--- src/rtl/act_loader.sv ---
// act_loader: streams a layer's quantized vectors from the PPU output RAM, tagged with the latched scale factor.
module act_loader #(
    parameter int LANES = 16,
    parameter int QW    = 4,
    parameter int SFW   = 40,
    parameter int DEPTH = 64,
    parameter int AW    = 6
) (
    input  logic                 i_clk,
    input  logic                 i_rst_n,
    input  logic                 i_start,
    input  logic [AW:0]          i_num_vec,
    input  logic [SFW*LANES-1:0] i_sf_data,
    input  logic                 i_sf_valid,
    output logic                 o_ram_re,
    output logic [AW-1:0]        o_ram_addr,
    input  logic [QW*LANES-1:0]  i_ram_data,
    output logic [QW*LANES-1:0]  o_act_data,
    output logic [SFW*LANES-1:0] o_act_sf,
    output logic                 o_act_valid,
    input  logic                 i_act_ready,
    output logic                 o_act_last,
    output logic                 o_busy,
    output logic                 o_done,
    output logic                 o_err
);
    localparam int DW = QW*LANES;
    localparam int SW = SFW*LANES;

    typedef enum logic [1:0] {IDLE, FETCH, DRAIN, DONE} state_t;

    state_t          state, state_nx;
    logic [SW-1:0]   sf_q;
    logic            sf_seen;
    logic [AW:0]     num_vec, rd_cnt, beat_cnt;
    logic            pend;
    logic [DW-1:0]   mem [2];
    logic            wp, rp;
    logic [1:0]      cnt;
    logic [1:0]      used;
    logic            err_q, start_ok, pop, re, last;

    assign start_ok = i_start && sf_seen && i_num_vec != '0 && i_num_vec <= (AW+1)'(DEPTH);
    assign pop      = cnt != 2'd0 && i_act_ready;
    assign last     = cnt != 2'd0 && beat_cnt == num_vec - 1'b1;
    // credit counts the slot freed by a same-cycle pop so a steady stream runs at one beat per cycle
    assign used     = cnt - 2'(pop) + 2'(pend);

    always_comb begin
        state_nx = state;
        re       = 1'b0;
        case (state)
            IDLE:  state_nx = start_ok ? FETCH : IDLE;
            FETCH: begin
                re       = used < 2'd2 && rd_cnt < num_vec;
                state_nx = (re && rd_cnt == num_vec - 1'b1) ? DRAIN : FETCH;
            end
            DRAIN: state_nx = (pop && last) ? DONE : DRAIN;
            DONE:  state_nx = IDLE;
            default: state_nx = IDLE;
        endcase
    end

    always_ff @(posedge i_clk or negedge i_rst_n) begin
        if (!i_rst_n) begin
            state    <= IDLE;
            sf_q     <= '0;
            sf_seen  <= 1'b0;
            num_vec  <= '0;
            rd_cnt   <= '0;
            beat_cnt <= '0;
            pend     <= 1'b0;
            mem[0]   <= '0;
            mem[1]   <= '0;
            wp       <= 1'b0;
            rp       <= 1'b0;
            cnt      <= 2'd0;
            err_q    <= 1'b0;
        end else begin
            state <= state_nx;
            if (i_sf_valid) begin
                sf_q    <= i_sf_data;
                sf_seen <= 1'b1;
            end else if (state == DONE) begin
                sf_seen <= 1'b0;
            end
            err_q <= i_start && state == IDLE && !start_ok;
            if (state == IDLE && start_ok) begin
                num_vec  <= i_num_vec;
                rd_cnt   <= '0;
                beat_cnt <= '0;
            end else begin
                if (re)  rd_cnt   <= rd_cnt + 1'b1;
                if (pop) beat_cnt <= beat_cnt + 1'b1;
            end
            pend <= re;
            if (pend) begin
                mem[wp] <= i_ram_data;
                wp      <= ~wp;
            end
            if (pop) rp <= ~rp;
            cnt <= used;
        end
    end

    assign o_ram_re    = re;
    assign o_ram_addr  = rd_cnt[AW-1:0];
    assign o_act_data  = mem[rp];
    assign o_act_sf    = sf_q;
    assign o_act_valid = cnt != 2'd0;
    assign o_act_last  = last;
    assign o_busy      = state != IDLE;
    assign o_done      = state == DONE;
    assign o_err       = err_q;
endmodule
--- config.mk ---
export PLATFORM = sky130hd
export DESIGN_NAME = act_loader
export DESIGN_NICKNAME = d
export VERILOG_FILES = /design/src/rtl/act_loader.sv
export SDC_FILE = /design/constraint.sdc
export NUM_CORES = 1
export LEC_CHECK = 0
export ABC_AREA = 1
export BUFFER_PORTS_ARGS = -buffer_cell sky130_fd_sc_hd__buf_2
export CAP_MARGIN = 0
export CORE_AREA = 3 3 553 555
export DETAILED_ROUTE_END_ITERATION = 6
export DIE_AREA = 0 0 556 558
export GPL_TIMING_DRIVEN = 0
export RECOVER_POWER = 50
export SETUP_SLACK_MARGIN = 0.4
export SLEW_MARGIN = 5
export SYNTH_ARGS = -nofsm -noshare
export SYNTH_HDL_FRONTEND = slang
export SYNTH_SLANG_ARGS = --single-unit
--- constraint.sdc ---
create_clock -name i_clk -period 2.1 [get_ports i_clk]
set_clock_uncertainty 0.15 [all_clocks]
set_input_delay 0.42 -clock i_clk [delete_from_list [all_inputs] [get_ports i_clk]]
set_output_delay 0.42 -clock i_clk [all_outputs]
set_load 0.02 [all_outputs]
# Word level (Yosys, flattened, before mapping)
# Index checks and enable logic that the tools add are counted.
[word_totals]
reg_bits = 798
inputBits = 716
out_inout_bits = 716
[op_classes]
n_addsub = 5
n_eq_ne = 5
reduce_logical = 20
order_cmp = 6
n_bitwise = 4
muxes = 17
[ops]
columns = ["operator", "count"]
rows = [
  ["$mux 64", 4],
  ["$bwmux 128", 1],
  ["$demux 64 s1", 1],
  ["$mux 7", 4],
  ["$add 7x1->7 const B", 2],
  ["$eq 7x7->1", 2],
  ["$logic_and 1x1->1", 12],
  ["$reduce_bool 2->1", 5],
  ["$pmux 2 s4", 1],
  ["$le 7x7->1 const B", 1],
  ["$lt 7x7->1", 1],
  ["$reduce_bool 7->1", 1],
  ["$sub 7x1->7 const B", 1],
  ["$mux 1", 5],
  ["$eq 2x2->1 const B", 2],
  ["$ge 2x2->1 const B", 2],
  ["$not 1->2", 2],
  ["$add 2x1->2", 1],
  ["$eq 2x1->1 const B", 1],
  ["$logic_not 2->1", 1],
  ["$lt 2x1->1 const B", 1],
  ["$lt 2x2->1 const B", 1],
  ["$mux 2", 1],
  ["$not 1->1", 2],
  ["2 further kinds", 2],
]

# Depth between registers and ports, before layout
# Gate-level depths: netlist of the first run.
[logic_depth]
word_depth = 9
mapped_depth = 14
depth_no_buf = 14

# Worst setup path after synthesis of the first run
# No wires, ideal clock.
[synth_timing]
path_kind = "reg-to-output"
startpoint = "register num_vec[0]"
endpoint = "output o_act_last"
stages_incl_launch_ff = 11
n_path_buf = 1
t_required_ps = 1530
slack_ps = -418
arrival_ps = 1948
cell_sequence = "dfrtp_1 > clkinv_1 > ha_1 > buf_2 > inv_1 > nand2_1 > nand3_1 > nand2_1 > nor2_2 > nand3_2 > nor4_1"
[synth_via]
elab_chain_len = 3
[synth_lines]
columns = ["element", "line_no", "source"]
rows = [
  ["start: declaration", "35", "logic [AW:0] num_vec, rd_cnt, beat_cnt;"],
  ["start signal: assignment", "89", "num_vec <= i_num_vec;"],
  ["$sub 7x1->7", "45", "assign last = cnt != 2'd0 && beat_cnt == num_vec - 1'b1;"],
  ["$eq 7x7->1", "45", ""],
  ["$logic_and 1x1->1", "45", ""],
  ["end: declaration", "22", "output logic o_act_last,"],
]
# Every way passes these cells.

# Final worst setup path of the first run
[layout_timing]
startpoint = "register cnt[1]"
endpoint = "output o_ram_re"
[layout_via]
elab_chain_len = 7
[layout_lines]
columns = ["element", "line_no", "source"]
rows = [
  ["start: declaration", "39", "logic [1:0] cnt;"],
  ["start signal: assignment", "102", "cnt <= used;"],
  ["$reduce_bool 2->1", "44", "assign pop = cnt != 2'd0 && i_act_ready;"],
  ["$logic_and 1x1->1", "44", ""],
  ["net pop", "41", "logic err_q, start_ok, pop, re, last;"],
  ["$sub 2x1->2", "47", "assign used = cnt - 2'(pop) + 2'(pend);"],
  ["$add 2x1->2", "47", ""],
  ["net used[1]", "40", "logic [1:0] used;"],
  ["$lt 2x2->1", "55", "re = used < 2'd2 && rd_cnt < num_vec;"],
  ["$logic_and 1x1->1", "55", ""],
  ["$mux 1", "52", "case (state)"],
  ["end: declaration", "15", "output logic o_ram_re,"],
]
# The timed path passes the listed nets, and every way through them passes these cells.

==> results of run 1 <==
[per-stage QoR]
stage / setup slack [ns] / util / power, W / cells
2_1_floorplan: -0.226 / - / 0.0270 / 3661
3_3_place_gp: -18.75 / 0.144 / 0.0354 / 9070
3_5_place_dp: -1.39 / 0.145 / 0.0355 / 9079
4_1_cts: -1.26 / 0.197 / 0.0610 / 10100
5_1_grt: -1.31 / 0.202 / 0.0656 / 10200
6_report: -1.14 / 0.203 / 0.0627 / 10200
[metal layers]
layer	GRT usage	routed length [µm]	up-vias
met5	0.00571	372	-
met1	0.184	100000	18000
met2	0.280	131000	2235
li1	-	-	16200
met4	0.0872	17400	20
met3	0.131	51400	613
[layout by cell type (no fill, tap or decap), types with 13 or more instances in the layout]
master            n
diode_2          65
nand2_4          96
clkbuf_16       124
o21ai_0         131
clkbuf_1        111
buf_12           61
nand2_2          67
buf_8            51
nand3_1          27
nor2_1           16
inv_1            94
buf_6           364
buf_2          1032
dlygate4sd3_1   713
clkbuf_2         32
clkbuf_8         17
dfrtp_1         783
nand2_1        2149
buf_4           156
dfrtp_2          15
clkinv_2         13
[tightest hold or removal path: stages]
cell     delay [ns]
buf_2          0.14
nand2_8        0.08
buf_4          0.15
xor2_1         0.07
[repair_timing]
action                      CTS  global route
setup endpoints to repair  1376          1649
gates cloned                 12            14
buffers inserted            134            33
resized for setup          1163           348
hold endpoints to repair    989            19
pin swaps                    46            68
hold buffers                719             1
[registers in the layout (all words and copies together) (netlist names), named ones only]
name	count
mem	128
o_err	1
rp	1
sf_seen	1
pend	1
num_vec	7
state	1
rd_cnt	7
wp	1
cnt	2
beat_cnt	7
o_act_sf	640
[cell type report]
cell class,instances,share of cell area
Clock buffer,139,0.0471
Sequential cell,798,0.327
Inverter,105,0.00681
Buffer,193,0.0187
Clock inverter,43,0.00882
Multi-Input combinational cell,2565,0.182
Timing Repair Buffer,2353,0.325
Tap cell,3978,0.0814
Antenna cell,65,0.00266
[worst max-delay path by stage]
| stage | slack (ns) | end | cells past startpoint | startpoint |
|---|---|---|---|---|
| floorplan | -0.23 | o_ram_re | 12 | cnt[0] |
| global placement | -18.75 | o_act_sf[24] | 1 | i_rst_n |
| detailed placement | -1.39 | o_act_sf[4] | 7 | i_rst_n |
| CTS | -1.26 | o_ram_re | 14 | cnt[1] |
| global route | -1.31 | o_ram_re | 14 | cnt[0] |
| finish | -1.14 | o_ram_re | 14 | cnt[1] |
[cells by family (layout without fill, tap and decap cells)]
logic type,after synthesis,after routing,share of synthesized area
and+or+nand+nor,2392,2392,0.291
DFF,798,798,0.637
buffers and inverters,298,2833,0.0399
AOI/OAI and AO/OA,153,153,0.0249
adders and majority gates,12,12,0.00479
xor gates and xnor gates,8,8,0.00224
other,0,65,0
[power breakdown]
part | switching (W) | internal, W | total (W) | leakage (nW)
registers | 0.00200 | 0.0178 | 0.0198 | 9.40
logic | 0.0144 | 0.0101 | 0.0244 | 20.2
clock network | 0.00780 | 0.0108 | 0.0186 | 1.67
total | 0.0242 | 0.0386 | 0.0627 | 31.3
==> metrics, run 1 <==
clock sink count=798; Post-synth top flop=dfrtp_1; Cell Area, Synth=31300 µm²; IO Port Bufs=1431; Leakage=31.3 nW; share of cells above drive strength 1=0.343; Post-Syn Instances=3661; CP max stage delay=0.38 ns; Rows=202; top cells by count, synth=2307 x nand2_1, 798 x dfrtp_1, 132 x o21ai_0; Finished Cell Area=61200 µm²; Fmax achieved=308 MHz; WL/cell=29.3 µm; pins over their slew limit=0; Avg Cell Area, Syn=8.56 µm²; PwrDens=1030 nW/µm²; area delta synth->final=95.2%; ys async rst share=1.00; Top Family by Delay on Critical Path=buffers and inverters; most frequent cell after synthesis=nand2_1; vias in the first global route=36200; CP max FO=2; CTS tree=yes; Crit-path slowest cell=dfrtp_1; Post-synth EDFFs=0; worst flop-to-flop path startpoint=cnt[1]; flops & latches, synth=798; fillers=33100; CP required=1.53 ns; final worst slack=-1.14 ns; worst skew pair latency=0.81 ns; Detail Placement HPWL=250 mm; core area=302000 µm²; CTS clk-pin slew, worst paths=0.06 ns; post-synth net total=4389; max_slew headroom=0.292; register area share after synthesis=0.637; Via density=3.62; measured slew at the worst slew-check pin=1.06 ns; setup TNS=-291.91 ns; via count=37000; pin count of the biggest net entering global routing=105; GRT Residual Overflow=0; Worst Setup Path Type=reg -> out; outcome=finished, violations left; Die Span Y=558 µm; Final Setup Violations=805; Layout Nets=6847; Total Wirelength=300 mm; first-pass GRT wire length=370 mm; DP Area=43800 µm²; H-tree Lvls=3; Hold Path Sink=rp; Peak supply drop=0.000574 V; initial antenna violation count=99; residual DRC count=7; Total GRT Usage=0.182; hold wc startpoint=i_act_ready; clk buf depth=4; Worst Hold Margin=-0.0306 ns; area leader, netlist=dfrtp_1; Buf/Inv on CP=6; Hold Crit Depth=4; post-layout min period=3.24 ns; CTS Buf Count=103; CTS Root Cell=clkbuf_16; Multi-input gate area=11200 µm²; Routability Congestion=1.02; Die X=556 µm; max cap viols=0; Ys Warns=0; fin crit share=1.54; crit path DAT=2.67 ns; Routed Antenna Nets=0; critical path startpoint category=flip-flop; die area=310000 µm²; initial core utilization=0.104; ordered list of cells on the worst path=inv_2 -> nand2_4 -> nand2_8 -> inv_6 -> ha_4 -> inv_2 -> ha_4 -> xnor2_2 -> xor2_1 -> buf_4 -> nor2_4 -> nand2_2 -> inv_4 -> buf_6; reg2reg end=rd_cnt[0]; HP Class=in -> reg; CP Capture Type=primary output; DRT Pass-1 Iters=7; Netlist cell types=32; sequential cell area=20000 µm²; Area contributors post-synth=dfrtp_1 64%, nand2_1 28%, o21ai_0 2.1%; r2r setup slk=-0.28 ns; reg2reg path depth=16; First DRT Iteration DRCs=3376; IO Count=1432; Yosys top cell area share=0.637; Final Hold Fails=1; failing checks=DRC, hold timing, setup timing; setup repair after global routing missed its margin=true
Note: power is estimated with default switching activity, not from simulation.
==> run 2, diff against run 1 <==
- SETUP_SLACK_MARGIN: 0.4 -> unset
==> run 2 against run 1 <==
Net effect:
- the run ends with setup timing left
- hold slack improved by 0.11 ns
- combinational power fell by 2%
- total power fell by 0.29%
- sequential power barely moved
- maximum frequency rose by 2.3%
- via count fell by 2.2%
- global-route usage rose by 0.59 points
- sequential share of layout area rose by 1.4 points
- sequential cell count did not move
- non-clock buffer count fell by 135
- die area did not move
- critical path depth fell by 1
- critical endpoint unchanged
- largest power group unchanged
==> metrics, run 2 (synthesis results as in run 1) <==
GRT Residual Overflow=0 (unchanged); CP Capture Type=primary output; setup repair after global routing missed its margin=true; CP max FO=2 (unchanged); share of cells above drive strength 1=0.329 (-0.0135); Detail Placement HPWL=262 mm (+4.8%); max cap viols=0 (unchanged); Leakage=30.1 nW (-3.7%); Rows=202 (unchanged); Total Wirelength=307 mm (+2.3%); pin count of the biggest net entering global routing=105 (unchanged); CTS Root Cell=clkbuf_16; Clock power frac=0.305 (+0.009); Buf/Inv on CP=5 (-1); Die X=556 µm (unchanged); combinational share of power=0.381 (-0.008); fin util=0.194 (-0.00816); IO Port Bufs=1431 (unchanged); Int Pwr=0.0382 W (-1.0%); Routed Antenna Nets=0 (unchanged); core area=302000 µm² (unchanged); IO Count=1432 (unchanged); post-layout min period=3.17 ns (-0.0739 ns); die area=310000 µm² (unchanged); ordered list of cells on the worst path=inv_2 -> nand2_4 -> nand2_8 -> inv_6 -> ha_4 -> inv_4 -> ha_4 -> xnor2_4 -> xor2_2 -> nor2_2 -> nand2_2 -> inv_4 -> buf_6; WL/cell=30.3 µm (+3.4%); fillers=33500 (+1.2%); pins over their slew limit=0 (unchanged); max_slew headroom=0.178 (-0.114); worst skew pair latency=0.80 ns (about the same); Crit-path slowest cell=dfrtp_1; PwrDens=1070 nW/µm² (+3.9%); measured slew at the worst slew-check pin=1.23 ns (+0.171 ns); Die Span Y=558 µm (unchanged); first-pass GRT wire length=378 mm (+2.2%); Switching Share=0.390 (+0.00452); Peak supply drop=0.000589 V (+2.6%); Fmax achieved=316 MHz (+2.3%); outcome=finished, violations left; vias in the first global route=35800 (-1.2%); switching pwr=0.0244 W (+0.88%); Routability Congestion=1.01 (-0.99%); CTS tree=yes; clock sink count=798 (unchanged); Worst Setup Slack post-DPL=-1.40 ns (-0.00577 ns); Via density=3.58 (-1.1%); residual DRC count=0 (-7); First DRT Iteration DRCs=3261 (-3.4%); H-tree Lvls=3 (unchanged); setup TNS=-369.30 ns (-77.38 ns); Layout Nets=6713 (-2.0%); crit path DAT=2.60 ns (-0.07 ns); commonest non-fill, non-tap cells in the layout=2155 x nand2_1, 1077 x buf_2, 780 x dfrtp_1; initial core utilization=0.104 (unchanged); failing checks=setup timing; area delta synth->final=87.3%; CP required=1.53 ns (about the same); most common cell after layout, fill and taps aside=nand2_1; final worst slack=-1.07 ns (+0.0739 ns); initial antenna violation count=129 (+30%); CP max stage delay=0.38 ns (about the same); max FFs per register=640 (unchanged); critical path startpoint category=flip-flop; HP Class=in -> reg; clk buf depth=4 (unchanged); Worst Setup Path Type=reg -> out; Final Hold Fails=0 (-1); CTS Buf Count=104 (+0.97%); Top Family by Delay on Critical Path=adder cells; Seq pwr share=0.314 (about the same); Total GRT Usage=0.188 (+0.00593); total power=0.0625 W (-0.29%); Final Setup Violations=875 (+8.7%); DRT Pass-1 Iters=6 (-1); CTS clk-pin slew, worst paths=0.06 ns (about the same); fin crit share=1.51 (-0.0352); via count=36200 (-2.2%)
## run 2: area by class of cell
type                    count  area, µm²  share of cell area
multi-input cells        2565      11200               0.190
plain buffers             188       1070              0.0183
flip-flops and latches    798      20000               0.341
diodes                     80        200             0.00341
clock buffers             135       2930              0.0499
repair buffers           2223      17300               0.295
well taps                3978       4980              0.0848
clock inverters            53        627              0.0107
inverters                 105        422             0.00718
## run 2: worst register-to-register path, delay by kind of cell, from the launching register on
| family | cells | cell delay (ns) |
|---|---|---|
| buf+inv | 8 | 0.71 |
| fa+ha+maj | 2 | 0.42 |
| simple gates | 4 | 0.31 |
| flops | 1 | 0.38 |
| xor+xnor | 2 | 0.38 |
## run 2: power by group through the flow
stage / logic [W] / clock network, W / registers, W
after floorplan: 0.00643 / 0 / 0.0205
after global placement: 0.0162 / 0 / 0.0194
after detailed placement: 0.0163 / 0 / 0.0194
after CTS: 0.0220 / 0.0196 / 0.0194
after global routing: 0.0253 / 0.0201 / 0.0199
final: 0.0238 / 0.0191 / 0.0197
## run 2: final timing paths
path,startpoint,to,slack (ns),cells past startpoint
max in group asynchronous,i_rst_n,o_act_sf[223],-0.96,9
min in group asynchronous,i_rst_n,mem[113],1.11,6
worst min-delay path,i_act_ready,beat_cnt[1],0.08,7
worst max-delay path,cnt[1],o_ram_re,-1.07,13
worst min register to register,o_act_sf[132],o_act_sf[132],0.31,2
worst max register to register,cnt[1],pend,-0.36,16
## run 2: what timing repair did
| action | CTS | global route |
|---|---|---|
| setup endpoints to repair | 616 | 594 |
| hold buffers | 720 | 1 |
| resized for setup | 831 | 232 |
| buffers inserted | 45 | 16 |
| hold endpoints to repair | 1103 | 250 |
| pin swaps | 38 | 62 |
| cloned | 10 | 5 |
## run 2: stage by stage
stage          instances  hold WS, ns  cell area (µm²)
6_report           10100       0.0827            58700
5_1_grt            10100       0.0763            58700
4_1_cts            10000       0.0357            57700
3_5_place_dp        9078        0.252            43700
3_3_place_gp        9070        0.300            43500
2_1_floorplan       3661      -0.0256            31400
## run 2: per-layer routing
layer | part of all wire | GRT usage | up-vias | wire length [µm]
li1 | - | - | 15900 | -
met1 | 0.33 | 0.189 | 17400 | 103000
met2 | 0.44 | 0.292 | 2211 | 134000
met3 | 0.16 | 0.129 | 621 | 50300
met4 | 0.064 | 0.0955 | 30 | 19500
met5 | 0.0013 | 0.00463 | - | 392
